**src/rtl/bus_pkg.sv**
```systemverilog
// Shared definitions for the two-master bus arbiter.
// Holds the FSM encoding, the counter widths and the grant decoder.
package bus_pkg;

  localparam int HOLD_W = 8;
  localparam int TURN_W = 4;

  typedef enum logic [1:0] {
    IDLE  = 2'd0,
    GRANT = 2'd1,
    TURN  = 2'd2
  } arb_state_e;

  function automatic logic [1:0] onehot2(input logic idx);
    return idx ? 2'b10 : 2'b01;
  endfunction

endpackage

```
**src/rtl/bus_arbiter_if.sv**
```systemverilog
// Request/grant bundle between two bus masters and the arbiter.
// The arbiter uses the slave modport; the requesting side uses master.
interface bus_arbiter_if;
   logic [1:0] i_req;
   logic [1:0] o_grant;
   logic       o_owner;
   logic       o_busy;

   modport slave  (input  i_req, output o_grant, output o_owner, output o_busy);
   modport master (output i_req, input  o_grant, input  o_owner, input  o_busy);
endinterface

```
**src/rtl/bus_arbiter_rr_pick2.sv**
```systemverilog
// Combinational round-robin choice between two requesters.
// On contention the master that did not own the bus last wins.
module rr_pick2 (
   input  logic [1:0] req_i,
   input  logic       last_owner_i,
   output logic       valid_o,
   output logic       index_o
);

   always_comb begin
      // NOTE: every output gets a default first, so no path through the
      // block leaves a value unassigned and no latch is inferred.
      valid_o = |req_i;
      index_o = last_owner_i;
      case (req_i)
         2'b01:   index_o = 1'b0;
         2'b10:   index_o = 1'b1;
         2'b11:   index_o = ~last_owner_i;
         default: index_o = last_owner_i;
      endcase
   end

endmodule

```
**src/rtl/bus_arbiter.sv**
```systemverilog
// Two-master bus arbiter with a guaranteed idle turnaround between owners.
// Define BUS_ARB_TIMEOUT_EN to preempt an owner after MAX_HOLD grant cycles.
module bus_arbiter
   import bus_pkg::*;
#(
   parameter int TURNAROUND = 1,
   parameter int MAX_HOLD   = 8
) (
   input  logic          i_clk,
   input  logic          reset,
   bus_arbiter_if.slave  bus
);

`ifdef BUS_ARB_TIMEOUT_EN
   localparam bit TIMEOUT_EN = 1'b1;
`else
   localparam bit TIMEOUT_EN = 1'b0;
`endif

   localparam logic [TURN_W-1:0] TURN_LAST = TURN_W'(TURNAROUND - 1);
   localparam logic [HOLD_W-1:0] HOLD_LAST = HOLD_W'(MAX_HOLD - 1);

   arb_state_e        state_q;
   logic [1:0]        grant_q;
   logic              owner_q;
   logic [HOLD_W-1:0] hold_q;
   logic [TURN_W-1:0] turn_q;

   logic pick_valid;
   logic pick_idx;
   logic preempt;

   rr_pick2 u_pick (
      .req_i        (bus.i_req),
      .last_owner_i (owner_q),
      .valid_o      (pick_valid),
      .index_o      (pick_idx)
   );

   // Preemption only fires when the waiting master is actually requesting.
   assign preempt = TIMEOUT_EN && (hold_q == HOLD_LAST) && bus.i_req[~owner_q];

   // NOTE: all state here is sequential, so it is written only with
   // non-blocking assignments to avoid ordering races between flops.
   always_ff @(posedge i_clk or negedge reset) begin
      if (!reset) begin
         state_q <= IDLE;
         grant_q <= 2'b00;
         owner_q <= 1'b1;
         hold_q  <= '0;
         turn_q  <= '0;
      end else begin
         case (state_q)
            IDLE: begin
               if (pick_valid) begin
                  state_q <= GRANT;
                  grant_q <= onehot2(pick_idx);
                  owner_q <= pick_idx;
                  hold_q  <= '0;
               end
            end
            GRANT: begin
               if (preempt || !bus.i_req[owner_q]) begin
                  state_q <= TURN;
                  grant_q <= 2'b00;
                  turn_q  <= '0;
               end else if (hold_q != '1) begin
                  hold_q <= hold_q + 1'b1;
               end
            end
            TURN: begin
               if (turn_q == TURN_LAST) begin
                  if (pick_valid) begin
                     state_q <= GRANT;
                     grant_q <= onehot2(pick_idx);
                     owner_q <= pick_idx;
                     hold_q  <= '0;
                  end else begin
                     state_q <= IDLE;
                  end
               end else begin
                  turn_q <= turn_q + 1'b1;
               end
            end
            default: begin
               state_q <= IDLE;
               grant_q <= 2'b00;
            end
         endcase
      end
   end

   assign bus.o_grant = grant_q;
   assign bus.o_owner = owner_q;
   assign bus.o_busy  = |grant_q;

endmodule

```
**src/flat_wrapper.sv**
```systemverilog
// flat-port wrapper written by rule: the top's interface ports become plain ports
module bus_arbiter_flat import bus_pkg::*;
#(
   parameter int TURNAROUND = 1,
   parameter int MAX_HOLD   = 8
)
  (i_clk, reset, bus_i_req, bus_o_grant, bus_o_owner, bus_o_busy);
  bus_arbiter_if bus_i ();
  input  logic i_clk;
  input  logic reset;
  input wire logic [$bits(bus_i.i_req)-1:0] bus_i_req;
  output wire logic [$bits(bus_i.o_grant)-1:0] bus_o_grant;
  output wire logic [$bits(bus_i.o_owner)-1:0] bus_o_owner;
  output wire logic [$bits(bus_i.o_busy)-1:0] bus_o_busy;
  assign bus_i.i_req = bus_i_req;
  assign bus_o_grant = bus_i.o_grant;
  assign bus_o_owner = bus_i.o_owner;
  assign bus_o_busy = bus_i.o_busy;
  bus_arbiter #(.TURNAROUND(TURNAROUND), .MAX_HOLD(MAX_HOLD)) u_core (.i_clk(i_clk), .reset(reset), .bus(bus_i));
endmodule
```
**config.mk**
```make
export PLATFORM = sky130hd
export DESIGN_NAME = bus_arbiter_flat
export DESIGN_NICKNAME = d
export VERILOG_FILES = /design/src/rtl/bus_pkg.sv /design/src/rtl/bus_arbiter_if.sv /design/src/rtl/bus_arbiter_rr_pick2.sv /design/src/rtl/bus_arbiter.sv /design/src/flat_wrapper.sv
export SDC_FILE = /design/constraint.sdc
export NUM_CORES = 1
export LEC_CHECK = 0
export CAP_MARGIN = 0
export CORE_AREA = 2 2 39 41
export CTS_CLUSTER_SIZE = 20
export DETAILED_ROUTE_END_ITERATION = 7
export DIE_AREA = 0 0 41 43
export GPL_TIMING_DRIVEN = 0
export PLACE_DENSITY = 0.65
export SYNTH_ARGS = -nofsm -noshare
export SYNTH_HDL_FRONTEND = slang
export SYNTH_SLANG_ARGS = --single-unit
```
**constraint.sdc**
```tcl
create_clock -name i_clk -period 2.23 [get_ports i_clk]
set_input_delay 0.3345 -clock i_clk [delete_from_list [all_inputs] [get_ports i_clk]]
set_output_delay 0.3345 -clock i_clk [all_outputs]
set_load 0.1 [all_outputs]
```
==> results.py, run 1 <==
metrics = {
    "status": {
        "outcome": "finished clean",
    },
    "floorplanning": {
        "start_util": 0.422,
        "die_h_um": 43,
        "die-area_um2": 1760,
        "io_pins": 8,
        "rows": 14,
        "die_w_um": 41,
        "coreArea_um2": 1380,
    },
    "finish": {
        "drive_gt1_frac": 0.157,
        "fin_nets": 81,
        "antenna_cells": 0,
        "synthToLayoutAreaGrowth_pct": 19.5,
        "nFillCells": 135,
    },
    "setup_path": {
        "r2r_setup_slack_ns": 0.47,
        "crit_arrival_ns": 1.78,
        "cp.required_ns": 1.90,
        "path_max_fanout": 3,
        "timing.rr.start": "u_core.turn_q[0]",
        "cp_slowest_cell": "clkdlybuf4s50_1",
        "r2r_cells": 6,
        "cp_top_family": "buffers and inverters",
        "crit_buf_inv": 1,
        "cp-end-kind": "output port",
        "timing.critical_path.slowest_cell_delay_ns": 1.14,
        "r2r_end": "u_core.state_q[1]",
        "worstSetupStartpointType": "register",
        "crit_type": "register to output port",
        "path_cells": "clkdlybuf4s50_1",
    },
    "clock_tree": {
        "numCtsBuffers": 3,
        "root_buffer": "clkbuf_4",
        "clk_latency_ns": 0.26,
        "clk_pin_slew_ns": 0.07,
        "clock_path_buffers": 2,
        "cts_tree": "done",
        "cts.htree.levels": 1,
        "cts.sinks": 9,
    },
    "detailed_routing": {
        "drc": 0,
        "vias_per_cell": 5.16,
        "wl_um": 994,
        "vias": 444,
        "first_pass_iters": 4,
        "wire_per_inst_um": 11.6,
        "drt_iter0_markers": 7,
        "drt.antenna.violating_nets": 0,
    },
    "yosys": {
        "synth_sequential_area_ratio": 0.388,
        "yosysWarnings": 0,
        "synth_ff_type": "dfrtp_1",
        "syn_area_per_cell_um2": 9.90,
        "synth_top_area_frac": 0.343,
        "synth_nets": 69,
        "synthTopCellsByArea": "dfrtp_1 34%, ha_1 13%, inv_1 5.1%",
        "synthArstFlopShare": 1.00,
        "yosysTopAreaCell": "dfrtp_1",
        "synth_area_um2": 584,
        "synth_cell_types": 25,
        "syn_inst": 59,
        "synthTopCellsByCount": "8 x dfrtp_1, 8 x inv_1, 6 x ha_1, 6 x nand2_1, 4 x nand3_1",
        "synth-edff-count": 0,
        "synth_seq_cells": 9,
    },
    "placed_design": {
        "place_congestion": 0.781,
        "port_buffers": 7,
        "dp_hpwl_um": 757,
    },
    "grt": {
        "grt_overflow": 0,
        "grt_pass1_wl_um": 1730,
        "grt_pass1_vias": 422,
        "grt.total_usage": 0.150,
        "grt_start_max_net_pins": 10,
        "antenna_found_initial": 0,
    },
    "sta": {
        "finalClockSkew_ns": 0.00652,
        "hold_viol_final": 0,
        "worstMarginPinSlew_ns": 0.970,
        "rsz0062_at_grt": "false",
        "final.min_clock_period_ns": 2.11,
        "finalSetupTns_ns": 0,
        "slew_headroom": 0.351,
        "setup_viol": 0,
        "finalCritPeriodShare": 0.947,
        "fmax_mhz": 474,
        "final_max_slew_viol_count": 0,
    },
    "job": {
        "maxCapViolCount": 0,
    },
    "worst_hold_path": {
        "hp-class": "input pin to async pin",
    },
}
==> flip-flops by register name, indices dropped and copies added (netlist names) <==
signal              count
u_core.bus.o_owner      1
u_core.turn_q           4
u_core.state_q          2
u_core.bus.o_grant      2
==> metrics by stage <==
step                hold WS (ns)  utilization  std cells  setup slack [ns]  cell area (µm²)
CTS                        0.388        0.505         86             0.113              698
finish                     0.371        0.505         86             0.119              698
global route               0.410        0.505         86            0.0808              698
global placement           0.495        0.487         82             0.162              674
detailed placement         0.501        0.487         82             0.158              674
floorplan                 0.0389            -         59             0.271              584
==> cell type report <==
cell class / instances / area (µm²) / share of cell area
multi-input cells: 41 / 323 / 0.462
flip-flops and latches: 9 / 226 / 0.324
repair buffers: 7 / 67.6 / 0.0968
inverters: 8 / 30.0 / 0.0430
clock buffers: 4 / 26.3 / 0.0376
well taps: 16 / 20.0 / 0.0287
plain buffers: 1 / 5.00 / 0.00717
==> cells in the final DEF (no fill, tap or decap), drive strengths merged <==
| cell type | Yosys | routed |
|---|---|---|
| a31oi | 1 | 1 |
| nor2 | 3 | 3 |
| o21ai | 3 | 3 |
| a32o | 1 | 1 |
| o31ai | 1 | 1 |
| o2bb2ai | 1 | 1 |
| a21oi | 2 | 2 |
| mux2i | 3 | 3 |
| or4 | 1 | 1 |
| nand2 | 6 | 6 |
| dfstp | 1 | 1 |
| dfrtp | 8 | 8 |
| ha | 6 | 6 |
| a22o | 1 | 1 |
| inv | 8 | 8 |
| o22ai | 2 | 2 |
| a21boi | 1 | 1 |
| buf | 1 | 1 |
| nand3 | 4 | 4 |
| or3b | 1 | 1 |
| dlygate4sd2 | 0 | 2 |
| clkdlybuf4s50 | 0 | 5 |
| nand2b | 1 | 1 |
| clkbuf | 0 | 4 |
| o221ai | 1 | 1 |
| a2bb2oi | 1 | 1 |
| or2 | 1 | 1 |
==> kinds of logic (layout without fill, tap and decap cells) <==
family,count (synthesis),in the layout,share of synthesized area
compound gates,15,15,0.206
fa+ha+maj,6,6,0.128
simple gates,17,17,0.146
buf+inv,9,20,0.0600
mux,3,3,0.0728
flops,9,9,0.388
==> what timing repair did <==
| item | CTS | global route |
|---|---|---|
| hold buffers | 0 | 0 |
| gates resized for setup | 2 | 0 |
| setup buffers | 0 | 0 |
| endpoints found under the setup margin | 2 | 0 |
==> how the worst max path moves through the flow <==
stage | to | slack, ns | cells past startpoint | start
3_3_place_gp | bus_o_owner | 0.16 | 1 | u_core.bus.o_owner
5_1_grt | bus_o_grant[1] | 0.08 | 1 | u_core.bus.o_grant[1]
4_1_cts | bus_o_grant[1] | 0.11 | 1 | u_core.bus.o_grant[1]
3_5_place_dp | bus_o_owner | 0.16 | 1 | u_core.bus.o_owner
6_report | bus_o_grant[1] | 0.12 | 1 | u_core.bus.o_grant[1]
2_1_floorplan | u_core.turn_q[3] | 0.27 | 4 | u_core.bus.o_owner
==> routing by layer <==
layer / global-route usage / up-vias / wire length (µm)
li1: - / 232 / -
met1: 0.224 / 200 / 515
met2: 0.188 / 8 / 412
met3: 0.0471 / 4 / 47
met4: 0.0800 / 0 / 18
met5: 0 / - / 0
Power of run 1 is not shown: default switching activity piles up to over one toggle a cycle in this logic, so the estimate is an artifact.
==> run 2, diff against run 1 <==
CORE_AREA = default   (was 2 2 39 41)
CORE_MARGIN = 2   (was default)
CORE_UTILIZATION = 40   (was default)
DIE_AREA = default   (was 0 0 41 43)
PLACE_DENSITY = 0.6   (was 0.65)
==> run 2 against run 1 <==
Via count did not move. Critical path depth did not move. Hold slack barely moved. Clock skew fell by 0.0010 ns. Global-route usage fell by 2.5 points.
==> results.py, run 2 (synthesis gave the netlist of run 1 again) <==
metrics = {
    "clock_tree": {
        "hold_buffers": 0,
        "cts.sinks": 9,
        "clk_latency_ns": 0.26,
        "numCtsBuffers": 3,
        "clock_path_buffers": 2,
        "root_buffer": "clkbuf_4",
        "cts_tree": "done",
        "clk_pin_slew_ns": 0.06,
        "cts.htree.levels": 1,
    },
    "sta": {
        "fmax_mhz": 478,
        "slew_headroom": 0.357,
        "final.min_clock_period_ns": 2.09,
        "worstMarginPinSlew_ns": 0.961,
        "rsz0062_at_grt": "false",
        "setup_viol": 0,
        "finalSetupTns_ns": 0,
        "finalClockSkew_ns": 0.00548,
        "final_max_slew_viol_count": 0,
        "finalCritPeriodShare": 0.938,
        "hold_viol_final": 0,
    },
    "floorplanning": {
        "die_h_um": 42.2,
        "rows": 13,
        "die_w_um": 42.2,
        "io_pins": 8,
        "start_util": 0.438,
        "coreArea_um2": 1330,
        "die-area_um2": 1780,
    },
    "grt": {
        "grt_pass1_vias": 376,
        "antenna_found_initial": 0,
        "grt_start_max_net_pins": 10,
        "grt_overflow": 0,
        "grt.total_usage": 0.125,
        "grt_pass1_wl_um": 1660,
    },
    "finish": {
        "antenna_cells": 0,
        "synthToLayoutAreaGrowth_pct": 19.3,
        "fin_nets": 81,
        "layout_common_cells": "8 x inv_1, 8 x dfrtp_1, 6 x nand2_1, 6 x ha_1, 5 x clkdlybuf4s50_1",
        "nFillCells": 123,
        "drive_gt1_frac": 0.157,
        "largest_reg_flops": 4,
        "top_register": "u_core.turn_q",
    },
    "detailed_routing": {
        "wire_per_inst_um": 11.0,
        "wl_um": 939,
        "drt.antenna.violating_nets": 0,
        "vias_per_cell": 5.22,
        "vias": 444,
        "drc": 0,
        "first_pass_iters": 4,
        "drt_iter0_markers": 3,
    },
    "placed_design": {
        "place_congestion": 0.733,
        "dp_hpwl_um": 725,
        "port_buffers": 7,
    },
    "setup_path": {
        "timing.critical_path.slowest_cell_delay_ns": 1.14,
        "r2r_end": "u_core.state_q[1]",
        "timing.rr.start": "u_core.turn_q[0]",
        "crit_arrival_ns": 1.76,
        "r2r_setup_slack_ns": 0.48,
        "cp_slowest_cell": "clkdlybuf4s50_1",
        "worstSetupStartpointType": "register",
        "cp-end-kind": "output port",
        "r2r_cells": 6,
        "crit_buf_inv": 1,
        "path_cells": "clkdlybuf4s50_1",
        "path_max_fanout": 3,
        "crit_type": "register to output port",
        "cp_top_family": "buffers and inverters",
        "cp.required_ns": 1.90,
    },
    "worst_hold_path": {
        "hp-class": "input pin to async pin",
    },
    "status": {
        "outcome": "finished clean",
    },
    "job": {
        "maxCapViolCount": 0,
    },
}
-- run 2: cell counts in the layout (fill, tap and decap cells not counted) --
No cell type changed its count.
-- run 2: area by class of cell --
cell class,count,area (µm²),area share
timing repair buffer,7,67.6,0.0969
sequential,9,226,0.325
tap,15,18.8,0.0269
inverter,8,30.0,0.0431
buffer,1,5.00,0.00718
clock buffer,4,26.3,0.0377
multi-input combinational,41,323,0.463
-- run 2: worst max-delay path by stage --
| stage | start | endpoint | cells after the start |
|---|---|---|---|
| 2_1_floorplan | u_core.bus.o_owner | u_core.turn_q[3] | 4 |
| 3_3_place_gp | u_core.bus.o_owner | bus_o_owner | 1 |
| 3_5_place_dp | u_core.bus.o_owner | bus_o_owner | 1 |
| 4_1_cts | u_core.bus.o_grant[0] | bus_o_grant[0] | 1 |
| 5_1_grt | u_core.bus.o_grant[0] | bus_o_grant[0] | 1 |
| 6_report | u_core.bus.o_grant[0] | bus_o_grant[0] | 1 |
-- run 2: repair_timing --
| action | CTS | global route |
|---|---|---|
| resized for setup | 2 | 0 |
| endpoints found under the hold margin | 0 | 0 |
| endpoints found under the setup margin | 2 | 0 |
| setup buffers | 0 | 0 |
-- run 2: per-stage QoR --
step                cells  cell area, µm²  hold WS (ns)  setup slack, ns  utilization
floorplan              59             584        0.0389            0.271            -
global placement       81             673         0.491            0.163        0.505
detailed placement     81             673         0.498            0.162        0.505
CTS                    85             697         0.382            0.122        0.523
global route           85             697         0.402           0.0760        0.523
finish                 85             697         0.371            0.138        0.523
-- run 2: metal layers --
metal  track usage  share of wire
met3        0.0819          0.080
met4        0.0375          0.012
met1         0.169           0.50
met5             0              0
met2         0.160           0.41
Power of run 2 is left out for the same reason.
==> run 3, diff against run 2 <==
CTS_CLUSTER_DIAMETER = 200   (was default)
==> results of run 3 <==
The final DEF is identical to that of run 2; final timing and power are the same.
Power of run 3 is left out for the same reason.
